--- src/rtl/alarm_pattern_player_pkg.sv ---
// Shared definitions for the alarm pattern player: player state encoding and
// the millisecond prescaler divide derived from the system clock frequency.
package alarm_pattern_player_pkg;

   typedef enum logic [1:0] {
      ST_IDLE = 2'd0,
      ST_ON   = 2'd1,
      ST_OFF  = 2'd2
   } state_e;

   localparam int MS_PER_S = 1000;

   // MS_DIV: clock cycles per millisecond tick.
   function automatic int ms_div(input int clk_hz);
      return clk_hz / MS_PER_S;
   endfunction

endpackage

--- src/rtl/alarm_pattern_player_tone_gen.sv ---
// Phase-accumulator square-wave generator: the output toggles each time the
// accumulator crosses CLK_HZ, giving a square wave of frequency hz.
module tone_gen #(
   parameter int CLK_HZ = 100_000_000,
   parameter int HZ_W   = 12
) (
   input  logic            clk,
   input  logic            rst,
   input  logic            en,
   input  logic            clr,
   input  logic [HZ_W-1:0] hz,
   output logic            wave
);

   localparam int ACC_W = $clog2(CLK_HZ) + 2;
   localparam int SUM_W = ACC_W + 1;
   localparam logic [SUM_W-1:0] LIMIT = SUM_W'(CLK_HZ);

   logic [ACC_W-1:0] acc_q, acc_d;
   logic             wave_q, wave_d;
   logic [SUM_W-1:0] sum;

   always_comb begin
      acc_d  = acc_q;
      wave_d = wave_q;
      // Adding 2*hz per cycle makes each half-period last CLK_HZ/(2*hz) cycles.
      sum    = {1'b0, acc_q} + SUM_W'({hz, 1'b0});
      if (clr) begin
         acc_d  = '0;
         wave_d = 1'b0;
      end else if (en) begin
         if (sum >= LIMIT) begin
            acc_d  = ACC_W'(sum - LIMIT);
            wave_d = ~wave_q;
         end else begin
            acc_d = sum[ACC_W-1:0];
         end
      end
   end

   always_ff @(posedge clk or posedge rst) begin
      if (rst) begin
         acc_q  <= '0;
         wave_q <= 1'b0;
      end else begin
         acc_q  <= acc_d;
         wave_q <= wave_d;
      end
   end

   assign wave = wave_q;

endmodule

--- src/rtl/alarm_pattern_player.sv ---
// Alarm beep pattern player: latches a beep pattern on set and drives the
// buzzer through tone_gen with ms-accurate on/off phases and repeat counting.
module alarm_pattern_player
   import alarm_pattern_player_pkg::*;
#(
   parameter int CLK_HZ = 100_000_000,
   parameter int HZ_W   = 12,
   parameter int MS_W   = 12,
   parameter int REP_W  = 4
) (
   input  logic             clk,
   input  logic             rst,
   input  logic             set,
   input  logic             stop,
   input  logic             mode,
   input  logic [HZ_W-1:0]  hz_a,
   input  logic [HZ_W-1:0]  hz_b,
   input  logic [MS_W-1:0]  on_ms,
   input  logic [MS_W-1:0]  off_ms,
   input  logic [REP_W-1:0] repeats,
   output logic             buzzer,
   output logic             busy,
   output logic             done
);

   localparam int MS_DIV = ms_div(CLK_HZ);
   localparam int PRE_W  = (MS_DIV > 1) ? $clog2(MS_DIV) : 1;

   state_e           state_q, state_d;
   logic [PRE_W-1:0] pre_q, pre_d;
   logic [MS_W-1:0]  ms_q, ms_d;
   logic [REP_W-1:0] idx_q, idx_d;
   logic             done_q, done_d;
   logic             mode_q, mode_d;
   logic [HZ_W-1:0]  hz_a_q, hz_a_d, hz_b_q, hz_b_d;
   logic [MS_W-1:0]  on_q, on_d, off_q, off_d;
   logic [REP_W-1:0] rep_q, rep_d;

   logic             tick;
   logic             last_beep;
   logic [MS_W-1:0]  on_len;
   logic             tone_clr;
   logic [HZ_W-1:0]  hz_sel;

   assign tick      = (pre_q == PRE_W'(MS_DIV - 1));
   assign on_len    = (on_q == '0) ? MS_W'(1) : on_q;
   assign last_beep = (rep_q != '0) && (idx_q == rep_q - REP_W'(1));
   assign hz_sel    = (!idx_q[0] || !mode_q) ? hz_a_q : hz_b_q;

   always_comb begin
      state_d  = state_q;
      pre_d    = (state_q == ST_IDLE) ? '0 : (tick ? '0 : pre_q + PRE_W'(1));
      ms_d     = tick ? ms_q + MS_W'(1) : ms_q;
      idx_d    = idx_q;
      done_d   = 1'b0;
      mode_d   = mode_q;
      hz_a_d   = hz_a_q;
      hz_b_d   = hz_b_q;
      on_d     = on_q;
      off_d    = off_q;
      rep_d    = rep_q;
      tone_clr = (state_q != ST_ON);

      // Every phase change restarts the ms timebase and the tone phase.
      case (state_q)
         ST_ON: begin
            if (tick && (ms_q == on_len - MS_W'(1))) begin
               pre_d    = '0;
               ms_d     = '0;
               tone_clr = 1'b1;
               if (last_beep) begin
                  state_d = ST_IDLE;
                  done_d  = 1'b1;
               end else if (off_q == '0) begin
                  idx_d   = idx_q + REP_W'(1);
                  state_d = ST_ON;
               end else begin
                  state_d = ST_OFF;
               end
            end
         end
         ST_OFF: begin
            if (tick && (ms_q == off_q - MS_W'(1))) begin
               pre_d    = '0;
               ms_d     = '0;
               tone_clr = 1'b1;
               idx_d    = idx_q + REP_W'(1);
               state_d  = ST_ON;
            end
         end
         default: begin
            ms_d = '0;
         end
      endcase

      if (set) begin
         mode_d   = mode;
         hz_a_d   = hz_a;
         hz_b_d   = hz_b;
         on_d     = on_ms;
         off_d    = off_ms;
         rep_d    = repeats;
         idx_d    = '0;
         pre_d    = '0;
         ms_d     = '0;
         tone_clr = 1'b1;
         done_d   = 1'b0;
         state_d  = ST_ON;
      end

      if (stop) begin
         pre_d    = '0;
         ms_d     = '0;
         tone_clr = 1'b1;
         done_d   = 1'b0;
         state_d  = ST_IDLE;
      end
   end

   always_ff @(posedge clk or posedge rst) begin
      if (rst) begin
         state_q <= ST_IDLE;
         pre_q   <= '0;
         ms_q    <= '0;
         idx_q   <= '0;
         done_q  <= 1'b0;
         mode_q  <= 1'b0;
         hz_a_q  <= '0;
         hz_b_q  <= '0;
         on_q    <= '0;
         off_q   <= '0;
         rep_q   <= '0;
      end else begin
         state_q <= state_d;
         pre_q   <= pre_d;
         ms_q    <= ms_d;
         idx_q   <= idx_d;
         done_q  <= done_d;
         mode_q  <= mode_d;
         hz_a_q  <= hz_a_d;
         hz_b_q  <= hz_b_d;
         on_q    <= on_d;
         off_q   <= off_d;
         rep_q   <= rep_d;
      end
   end

   tone_gen #(
      .CLK_HZ (CLK_HZ),
      .HZ_W   (HZ_W)
   ) u_tone (
      .clk  (clk),
      .rst  (rst),
      .en   (state_q == ST_ON),
      .clr  (tone_clr),
      .hz   (hz_sel),
      .wave (buzzer)
   );

   assign busy = (state_q != ST_IDLE);
   assign done = done_q;

endmodule

--- config.mk ---
export PLATFORM = sky130hd
export DESIGN_NAME = alarm_pattern_player
export DESIGN_NICKNAME = d
export VERILOG_FILES = /design/src/rtl/alarm_pattern_player_pkg.sv /design/src/rtl/alarm_pattern_player_tone_gen.sv /design/src/rtl/alarm_pattern_player.sv
export SDC_FILE = /design/constraint.sdc
export NUM_CORES = 1
export LEC_CHECK = 0
export BUFFER_PORTS_ARGS = -buffer_cell sky130_fd_sc_hd__buf_2
export CAP_MARGIN = 25
export CORE_AREA = 5 5 181 183
export CTS_CLUSTER_SIZE = 40
export DETAILED_ROUTE_END_ITERATION = 6
export DIE_AREA = 0 0 186 188
export GPL_ROUTABILITY_DRIVEN = 0
export PLACE_DENSITY = 0.35
export SLEW_MARGIN = 20
export SYNTH_ARGS = -nofsm -noshare
export SYNTH_HDL_FRONTEND = slang
export SYNTH_SLANG_ARGS = --single-unit
--- constraint.sdc ---
create_clock -name clk -period 10.6 [get_ports clk]
set_input_delay 1.06 -clock clk [delete_from_list [all_inputs] [get_ports clk]]
set_output_delay 1.06 -clock clk [all_outputs]
set_load 0.005 [all_outputs]
==> results.sh, run 1 <==
export IMPL_combined_global_route_utilization_of_all_metal_layers_pct=12.20
export IMPL_fin_skew_ns=0.01101
export IMPL_first_global_vias=6195
export IMPL_final_antenna_net_count=0
export IMPL_synth_top_cell_area_share_pct=38.99
export IMPL_synth_yosys_seq_area_share_pct=38.99
export IMPL_drt_drc_violations_left=0
export IMPL_critPathLaunchType="register"
export IMPL_pwr_share_comb_pct=14.6
export IMPL_aggregate_negative_setup_slack_ns=0
export IMPL_synthMostInstantiatedCell="sky130_fd_sc_hd__dfrtp_1"
export IMPL_die_width_um=186
export IMPL_die_height_um=188
export IMPL_maxClockFrequency_ghz=0.1852
export IMPL_p_switching_uw=359.1
export IMPL_hold_viol=0
export IMPL_placement_io_buffers=59
export IMPL_clkLatencyLatePin_ns=0.43
export IMPL_synthesis_nets=886
export IMPL_grt_max_degree=70
export IMPL_netSwitchingFraction_pct=29.12
export IMPL_fraction_of_power_consumed_by_the_clock_network_pct=45.0
export IMPL_max_slew_margin_rel_pct=42.52
export IMPL_p_leak_nw=3.534
export IMPL_cts_root_buf="sky130_fd_sc_hd__clkbuf_16"
export IMPL_avgSynthCellArea_um2=9.432
export IMPL_ys_ff_latch=118
export IMPL_multi_input_comb_area_um2=4338
export IMPL_final_setup_viol_count=0
export IMPL_max_cap_violations=0
export IMPL_wirelength_routed_mm=20.63
export IMPL_tightestPinTransition_ns=0.8622
export IMPL_seqCellArea_um2=2953
export IMPL_power_sequential_fraction_pct=40.4
export IMPL_period_share_pct=50.93
export IMPL_grt_overflow_total=0
export IMPL_die_area_um2=34970
export IMPL_post_synth_num_cell_types=72
export IMPL_p_per_area_nw_per_um2=140.2
export IMPL_drtPass1Iterations=5
export IMPL_crit_path_end_kind="register"
export IMPL_synth_edff_count=0
export IMPL_number_of_antenna_violations_at_the_first_check_in_global_routing=0
export IMPL_reg2reg_slack_ns=5.20
export IMPL_cp_arrival_ns=5.70
export IMPL_most_area_hungry_cell_type_in_the_yosys_netlist="sky130_fd_sc_hd__dfrtp_1"
export IMPL_cts_num_sinks=118
export IMPL_fillers=3331
export IMPL_timing_final_max_slew_violations=0
export IMPL_coreArea_um2=31070
export IMPL_synthesis_warnings=0
export IMPL_total_standard_cell_area_after_synthesis_um2=7574
export IMPL_area_growth_pct=16.11
export IMPL_cts_resized_gates=0
export IMPL_start_util_pct=24.38
export IMPL_vias_per_cell=4.638
export IMPL_nNetsFinal=933
export IMPL_worst_ep_required_time_ns=10.90
export IMPL_postSynth_topFlopCell="sky130_fd_sc_hd__dfrtp_1"
export IMPL_syn_inst=803
export IMPL_finalCriticalPeriod_ns=5.398
export IMPL_crit_type="reg -> reg"
export IMPL_layout_core_utilization_pct=28.30
export IMPL_row_count=65
export IMPL_wl_per_cell_um=16.31
export IMPL_worst_ir_drop_vdd_uv=135.5
export IMPL_top_level_ports=60
export IMPL_clkTransAtPathRegs_ns=0.06
export IMPL_grt_pass1_wl_mm=33.60
export IMPL_rsz_0062_raised_after_global_routing="false"
export IMPL_antenna_cells=0
export IMPL_async_reset_ff_share_pct=100.0
export IMPL_internal_power_uw=874.1
export IMPL_netlist_top_cells_count="sky130_fd_sc_hd__dfrtp_1 (118), sky130_fd_sc_hd__nor2_1 (85), sky130_fd_sc_hd__nand2_1 (60), sky130_fd_sc_hd__mux2_2 (58), sky130_fd_sc_hd__xnor2_1 (51)"
export IMPL_place_detailed_hpwl_mm=15.19
export IMPL_post_cts_setup_buffers=0
export IMPL_first_iter_violations=237
export IMPL_postCtsHoldBufs=0
export IMPL_share_of_post_route_cells_with_drive_strength_above_1_pct=20.97
export IMPL_worstPathMaxFanout=18
export IMPL_result_of_the_run="finished, final reports clean"
export IMPL_clk_path_buf_depth=2
export IMPL_detailroute_via_count=5867
export IMPL_htree_num_levels=4
export IMPL_yosys_top_cells_area="sky130_fd_sc_hd__dfrtp_1 (39%), sky130_fd_sc_hd__mux2_2 (8.6%), sky130_fd_sc_hd__xnor2_1 (5.9%)"
export IMPL_hold_class="reg -> reg"
export IMPL_cts_made_buffers=17
export IMPL_tritoncts_clock_tree="done"
## path summary, 6_finish.rpt
kind                                    end  depth (start not counted)  startpoint
setup / recovery           u_tone.acc_q[25]                         17    idx_q[0]
hold / removal                     pre_q[0]                          1    pre_q[0]
setup reg to reg           u_tone.acc_q[25]                         17    idx_q[0]
hold reg to reg                    pre_q[0]                          1    pre_q[0]
max in group asynchronous           on_q[6]                          4         rst
min in group asynchronous         hz_a_q[9]                          2         rst
## registers in the layout, indices dropped and copies added (netlist names), 2 cells and up
signal        cells
hz_a_q           12
pre_q            17
on_q             12
rep_q             4
off_q            12
hz_b_q           12
state_q           2
ms_q             12
u_tone.acc_q     28
idx_q             4
## layer usage
metal | up-vias | GRT usage, % | wire length (um)
met1 | 2847 | 15.68 | 9599
met5 | - | 0 | 0
met4 | 0 | 3.055 | 217
met2 | 49 | 20.80 | 10360
met3 | 14 | 2.599 | 453
li1 | 2957 | - | -
## through the flow
| step | hold WS (ns) | worst slack (ns) | cells | power [mW] | area (um^2) |
|---|---|---|---|---|---|
| 2_1_floorplan | 0.4552 | 6.026 | 803 | 0.6328 | 7574 |
| 3_3_place_gp | 0.4859 | 5.162 | 1233 | 0.6931 | 8234 |
| 3_5_place_dp | 0.4892 | 5.200 | 1233 | 0.6897 | 8234 |
| 4_1_cts | 0.5084 | 5.162 | 1265 | 1.261 | 8793 |
| 5_1_grt | 0.5148 | 4.779 | 1265 | 1.305 | 8793 |
| 6_report | 0.5026 | 5.202 | 1265 | 1.233 | 8793 |
## critical path, cell delays in order, from the launching register on
cell and delay [ns]:
sky130_fd_sc_hd__dfrtp_1 0.43, sky130_fd_sc_hd__nand2_1 0.45, sky130_fd_sc_hd__mux2_2 0.40, sky130_fd_sc_hd__ha_1 0.23, sky130_fd_sc_hd__fa_1 0.44, sky130_fd_sc_hd__a211oi_1 0.31
sky130_fd_sc_hd__o21ai_1 0.24, sky130_fd_sc_hd__a21boi_0 0.33, sky130_fd_sc_hd__xnor2_1 0.17, sky130_fd_sc_hd__inv_1 0.10, sky130_fd_sc_hd__ha_1 0.26, sky130_fd_sc_hd__nand4_1 0.12
sky130_fd_sc_hd__or4_1 0.56, sky130_fd_sc_hd__a211oi_1 0.38, sky130_fd_sc_hd__nor3_4 0.20, sky130_fd_sc_hd__nor2_1 0.35, sky130_fd_sc_hd__and3_1 0.24, sky130_fd_sc_hd__nor3_2 0.05
## placed cells by master, fill, tap and decap left out, types with 4 or more instances in the layout
cell | synthesis | final
sky130_fd_sc_hd__a211oi_1 | 5 | 5
sky130_fd_sc_hd__nor4_1 | 17 | 17
sky130_fd_sc_hd__a41oi_1 | 4 | 4
sky130_fd_sc_hd__mux2_2 | 58 | 58
sky130_fd_sc_hd__nor3_1 | 30 | 30
sky130_fd_sc_hd__clkinvlp_4 | 0 | 6
sky130_fd_sc_hd__inv_1 | 30 | 29
sky130_fd_sc_hd__nor2b_1 | 5 | 5
sky130_fd_sc_hd__or3_1 | 6 | 6
sky130_fd_sc_hd__dfrtp_1 | 118 | 118
sky130_fd_sc_hd__buf_4 | 4 | 4
sky130_fd_sc_hd__nand2b_1 | 6 | 6
sky130_fd_sc_hd__a211o_1 | 5 | 5
sky130_fd_sc_hd__a21oi_1 | 27 | 27
sky130_fd_sc_hd__buf_2 | 4 | 59
sky130_fd_sc_hd__o21ai_0 | 31 | 31
sky130_fd_sc_hd__and3_1 | 15 | 15
sky130_fd_sc_hd__a31oi_1 | 8 | 8
sky130_fd_sc_hd__nand2_1 | 60 | 60
sky130_fd_sc_hd__clkinv_4 | 0 | 4
sky130_fd_sc_hd__o211ai_1 | 6 | 6
sky130_fd_sc_hd__clkbuf_16 | 0 | 17
sky130_fd_sc_hd__nand3b_1 | 5 | 5
sky130_fd_sc_hd__or2_2 | 5 | 5
sky130_fd_sc_hd__nand4_1 | 9 | 9
sky130_fd_sc_hd__a21boi_0 | 4 | 4
sky130_fd_sc_hd__mux2i_1 | 6 | 6
sky130_fd_sc_hd__xor2_1 | 44 | 44
sky130_fd_sc_hd__nor2_1 | 85 | 85
sky130_fd_sc_hd__and2_1 | 8 | 8
sky130_fd_sc_hd__nand3_1 | 23 | 23
sky130_fd_sc_hd__or4_1 | 5 | 5
sky130_fd_sc_hd__xnor2_1 | 51 | 51
sky130_fd_sc_hd__ha_1 | 25 | 25
sky130_fd_sc_hd__o21a_1 | 6 | 6
## power groups by stage
stage | clock network (mW) | registers (mW) | logic (mW)
CTS | 0.578 | 0.499 | 0.184
detailed placement | 0 | 0.507 | 0.183
floorplan | 0 | 0.495 | 0.138
finish | 0.555 | 0.498 | 0.179
global placement | 0 | 0.508 | 0.186
global route | 0.598 | 0.502 | 0.204
## area by class of cell
| type | count | area share (%) |
|---|---|---|
| inverter | 30 | 1.309 |
| tap | 402 | 5.720 |
| clock inverter | 15 | 1.522 |
| multi-input combinational | 620 | 49.33 |
| clock buffer | 17 | 4.838 |
| sequential | 118 | 33.58 |
| timing repair buffer | 63 | 3.699 |
## kinds of logic (layout without fill, tap and decap cells)
kind of cell               count (synthesis)  in the layout  share of synthesized area (%)
DFF                                      118            118                          38.99
AOI/OAI and AO/OA                        134            134                          12.04
xor gates and xnor gates                  95             95                          10.99
adders and majority gates                 26             26                          4.395
buffers and inverters                     65            125                          3.783
muxes                                     64             64                          9.417
and+or+nand+nor                          301            301                          20.39
Note: power is estimated with default switching activity, not from simulation.
==> inputs of run 2 (changes only) <==
Settings changed: ABC_AREA set to 1, CORE_AREA 5 5 181 183 to 5 5 193 195, DIE_AREA 0 0 186 188 to 0 0 198 200, PLACE_DENSITY 0.35 to 0.37.
Clock period 10.6 ns to 4.7 ns, I/O delays scaled along.
==> results.sh, run 2 <==
export IMPL_maxClockFrequency_ghz=0.2431
export IMPL_netlist_top_cells_count="sky130_fd_sc_hd__nand2_1 (430), sky130_fd_sc_hd__inv_1 (166), sky130_fd_sc_hd__nor2_1 (158), sky130_fd_sc_hd__dfrtp_1 (118), sky130_fd_sc_hd__nand3_1 (101)"
export IMPL_max_cap_violations=0
export IMPL_number_of_antenna_violations_at_the_first_check_in_global_routing=1
export IMPL_critical_path_n_buffers_inverters=2
export IMPL_clk_path_buf_depth=2
export IMPL_total_standard_cell_area_after_synthesis_um2=8655
export IMPL_hold_viol=0
export IMPL_area_growth_pct=16.16
export IMPL_critical_path_top_delay_family="simple AND/OR/NAND/NOR gates"
export IMPL_result_of_the_run="finished, final reports clean"
export IMPL_tritoncts_clock_tree="done"
export IMPL_largest_registers_in_the_final_layout="u_tone.acc_q (28), pre_q (17)"
export IMPL_synth_top_cell_area_share_pct=34.12
export IMPL_async_reset_ff_share_pct=100.0
export IMPL_yosys_top_cells_area="sky130_fd_sc_hd__dfrtp_1 (34%), sky130_fd_sc_hd__nand2_1 (19%), sky130_fd_sc_hd__inv_1 (7.2%)"
export IMPL_register_name_with_the_most_flops="u_tone.acc_q"
export IMPL_vias_per_cell=4.432
export IMPL_crit_path_end_kind="register"
export IMPL_wl_per_cell_um=14.99
export IMPL_htree_num_levels=4
export IMPL_nNetsFinal=1460
export IMPL_placed_cells=1816
export IMPL_rsz_0062_raised_after_global_routing="false"
export IMPL_r2r_cells=27
export IMPL_grt_overflow_total=0
export IMPL_worst_ep_required_time_ns=4.97
export IMPL_synth_yosys_seq_area_share_pct=34.12
export IMPL_share_of_post_route_cells_with_drive_strength_above_1_pct=11.01
export IMPL_period_share_pct=87.54
export IMPL_worst_ir_drop_vdd_uv=251.0
export IMPL_cts_made_buffers=17
export IMPL_cp_arrival_ns=4.39
export IMPL_fin_skew_ns=0.01597
export IMPL_ys_ff_latch=118
export IMPL_final_antenna_net_count=0
export IMPL_final_common_cell="sky130_fd_sc_hd__nand2_1"
export IMPL_fin_cells=1852
export IMPL_hold_class="in -> async"
export IMPL_postSynth_topFlopCell="sky130_fd_sc_hd__dfrtp_1"
export IMPL_detailroute_via_count=8208
export IMPL_row_count=69
export IMPL_clkLatencyLatePin_ns=0.42
export IMPL_crit_reg2reg_launch="idx_q[0]"
export IMPL_synthMostInstantiatedCell="sky130_fd_sc_hd__nand2_1"
export IMPL_avgSynthCellArea_um2=6.561
export IMPL_combined_global_route_utilization_of_all_metal_layers_pct=14.26
export IMPL_most_area_hungry_cell_type_in_the_yosys_netlist="sky130_fd_sc_hd__dfrtp_1"
export IMPL_max_slew_margin_rel_pct=41.55
export IMPL_crit_type="reg -> reg"
export IMPL_grt_pass1_wl_mm=44.65
export IMPL_critPathLaunchType="register"
export IMPL_drt_drc_violations_left=0
export IMPL_wirelength_routed_mm=27.75
export IMPL_cts_num_sinks=118
export IMPL_placement_stage_worst_setup_slack_ns=0.2863
export IMPL_p_per_area_nw_per_um2=301.0
export IMPL_largest_register_ffs=28
export IMPL_synth_edff_count=0
export IMPL_timing_final_max_slew_violations=0
export IMPL_drtPass1Iterations=6
export IMPL_die_width_um=198
export IMPL_layout_core_utilization_pct=28.54
export IMPL_most_common_layout_cells="sky130_fd_sc_hd__nand2_1 (429), sky130_fd_sc_hd__inv_1 (165), sky130_fd_sc_hd__nor2_1 (158)"
export IMPL_synthesis_warnings=0
export IMPL_clkTransAtPathRegs_ns=0.06
export IMPL_first_iter_violations=417
export IMPL_critical_path_slowest_cell="sky130_fd_sc_hd__dfrtp_1"
export IMPL_die_area_um2=39600
export IMPL_first_global_vias=8325
export IMPL_postLayoutSetupSlackWorst_ns=0.5857
export IMPL_start_util_pct=24.57
export IMPL_die_height_um=200
export IMPL_placement_io_buffers=59
export IMPL_postCtsHoldBufs=0
export IMPL_synthesis_nets=1402
export IMPL_p_leak_nw=4.940
export IMPL_top_level_ports=60
export IMPL_place_detailed_hpwl_mm=21.37
export IMPL_tightestPinTransition_ns=0.8768
export IMPL_post_synth_num_cell_types=46
export IMPL_cpPeakStageDelay_ns=0.47
export IMPL_aggregate_negative_setup_slack_ns=0
export IMPL_syn_inst=1319
export IMPL_cts_root_buf="sky130_fd_sc_hd__clkbuf_16"
export IMPL_critical_path_reg2reg_endpoint="u_tone.acc_q[14]"
export IMPL_fillers=3983
export IMPL_coreArea_um2=35220
export IMPL_reg2reg_slack_ns=0.59
export IMPL_final_setup_viol_count=0
export IMPL_worstPathMaxFanout=17
export IMPL_grt_max_degree=89
export IMPL_finalCriticalPeriod_ns=4.114
## run 2: per-layer routing
layer | GRT usage, % | up-vias | part of all wire, %
met5 | 0 | - | 0
met4 | 3.571 | 0 | 1.1
met3 | 2.098 | 16 | 3.0
met2 | 24.13 | 134 | 47
met1 | 19.26 | 3755 | 48
li1 | - | 4303 | -
## run 2: cells by family after synthesis
group	after synthesis	share of synthesized area, %
buffers and inverters	205	9.368
adders and majority gates	26	3.846
xor gates and xnor gates	46	4.655
DFF	118	34.12
AOI/OAI and AO/OA	117	7.344
and+or+nand+nor	807	40.67
## run 2: final cells by class
type,count,area (um^2),area share (%)
multi-input combinational,999,4946,49.20
sequential,118,2953,29.37
inverter,179,676.9,6.733
tap,461,576.8,5.737
clock buffer,22,484.2,4.816
timing repair buffer,62,317.8,3.161
clock inverter,10,96.34,0.9583
antenna,1,2.502,0.02489
## run 2: through the flow
stage	hold slack, ns	power (mW)	area (um^2)
global route	0.2363	3.221	10050
detailed placement	0.4607	1.749	9415
CTS	0.2276	3.089	9996
finish	0.2431	3.026	10050
floorplan	0.4329	1.565	8655
global placement	0.4632	1.753	9415
## run 2: worst max-delay path by stage
stage | start | to | slack [ns] | depth (start not counted)
CTS | idx_q[0] | u_tone.acc_q[14] | 0.24 | 26
floorplan | idx_q[0] | u_tone.acc_q[11] | 0.99 | 27
global placement | idx_q[0] | u_tone.acc_q[11] | 0.50 | 26
global route | idx_q[0] | u_tone.acc_q[19] | 0.06 | 27
finish | idx_q[0] | u_tone.acc_q[14] | 0.59 | 27
detailed placement | idx_q[0] | u_tone.acc_q[14] | 0.29 | 26
## run 2: power by group
part           leakage [nW]  switching (mW)  internal (mW)
logic                  3.12           0.390          0.201
clock network         0.275           0.518          0.786
registers              1.55          0.0565           1.08
## run 2: what timing repair did
action	CTS	global route
endpoints found under the hold margin	0	0
resized for setup	0	4
setup buffers	0	0
endpoints found under the setup margin	0	21
## run 2: worst register-to-register path, cell delays in order, from the launching register on
cell and delay (ns):
sky130_fd_sc_hd__dfrtp_1 0.47, sky130_fd_sc_hd__nand2_2 0.14, sky130_fd_sc_hd__buf_4 0.21, sky130_fd_sc_hd__nand2_1 0.07, sky130_fd_sc_hd__o21ai_0 0.08, sky130_fd_sc_hd__ha_1 0.36
sky130_fd_sc_hd__nand2_1 0.15, sky130_fd_sc_hd__nand3_1 0.20, sky130_fd_sc_hd__nand2_1 0.13, sky130_fd_sc_hd__nand2_2 0.10, sky130_fd_sc_hd__xnor2_1 0.24, sky130_fd_sc_hd__inv_1 0.13
sky130_fd_sc_hd__ha_1 0.16, sky130_fd_sc_hd__nand3_1 0.08, sky130_fd_sc_hd__nor2_1 0.12, sky130_fd_sc_hd__nand3_1 0.08, sky130_fd_sc_hd__nor2_1 0.09, sky130_fd_sc_hd__nand2_1 0.06
sky130_fd_sc_hd__nor2_1 0.14, sky130_fd_sc_hd__nand3_1 0.10, sky130_fd_sc_hd__nor2_1 0.10, sky130_fd_sc_hd__nand2_1 0.05, sky130_fd_sc_hd__nor2_1 0.16, sky130_fd_sc_hd__nand2_4 0.15
sky130_fd_sc_hd__nand3_4 0.21, sky130_fd_sc_hd__nand2_1 0.07, sky130_fd_sc_hd__o21ai_1 0.07, sky130_fd_sc_hd__nor2_1 0.06
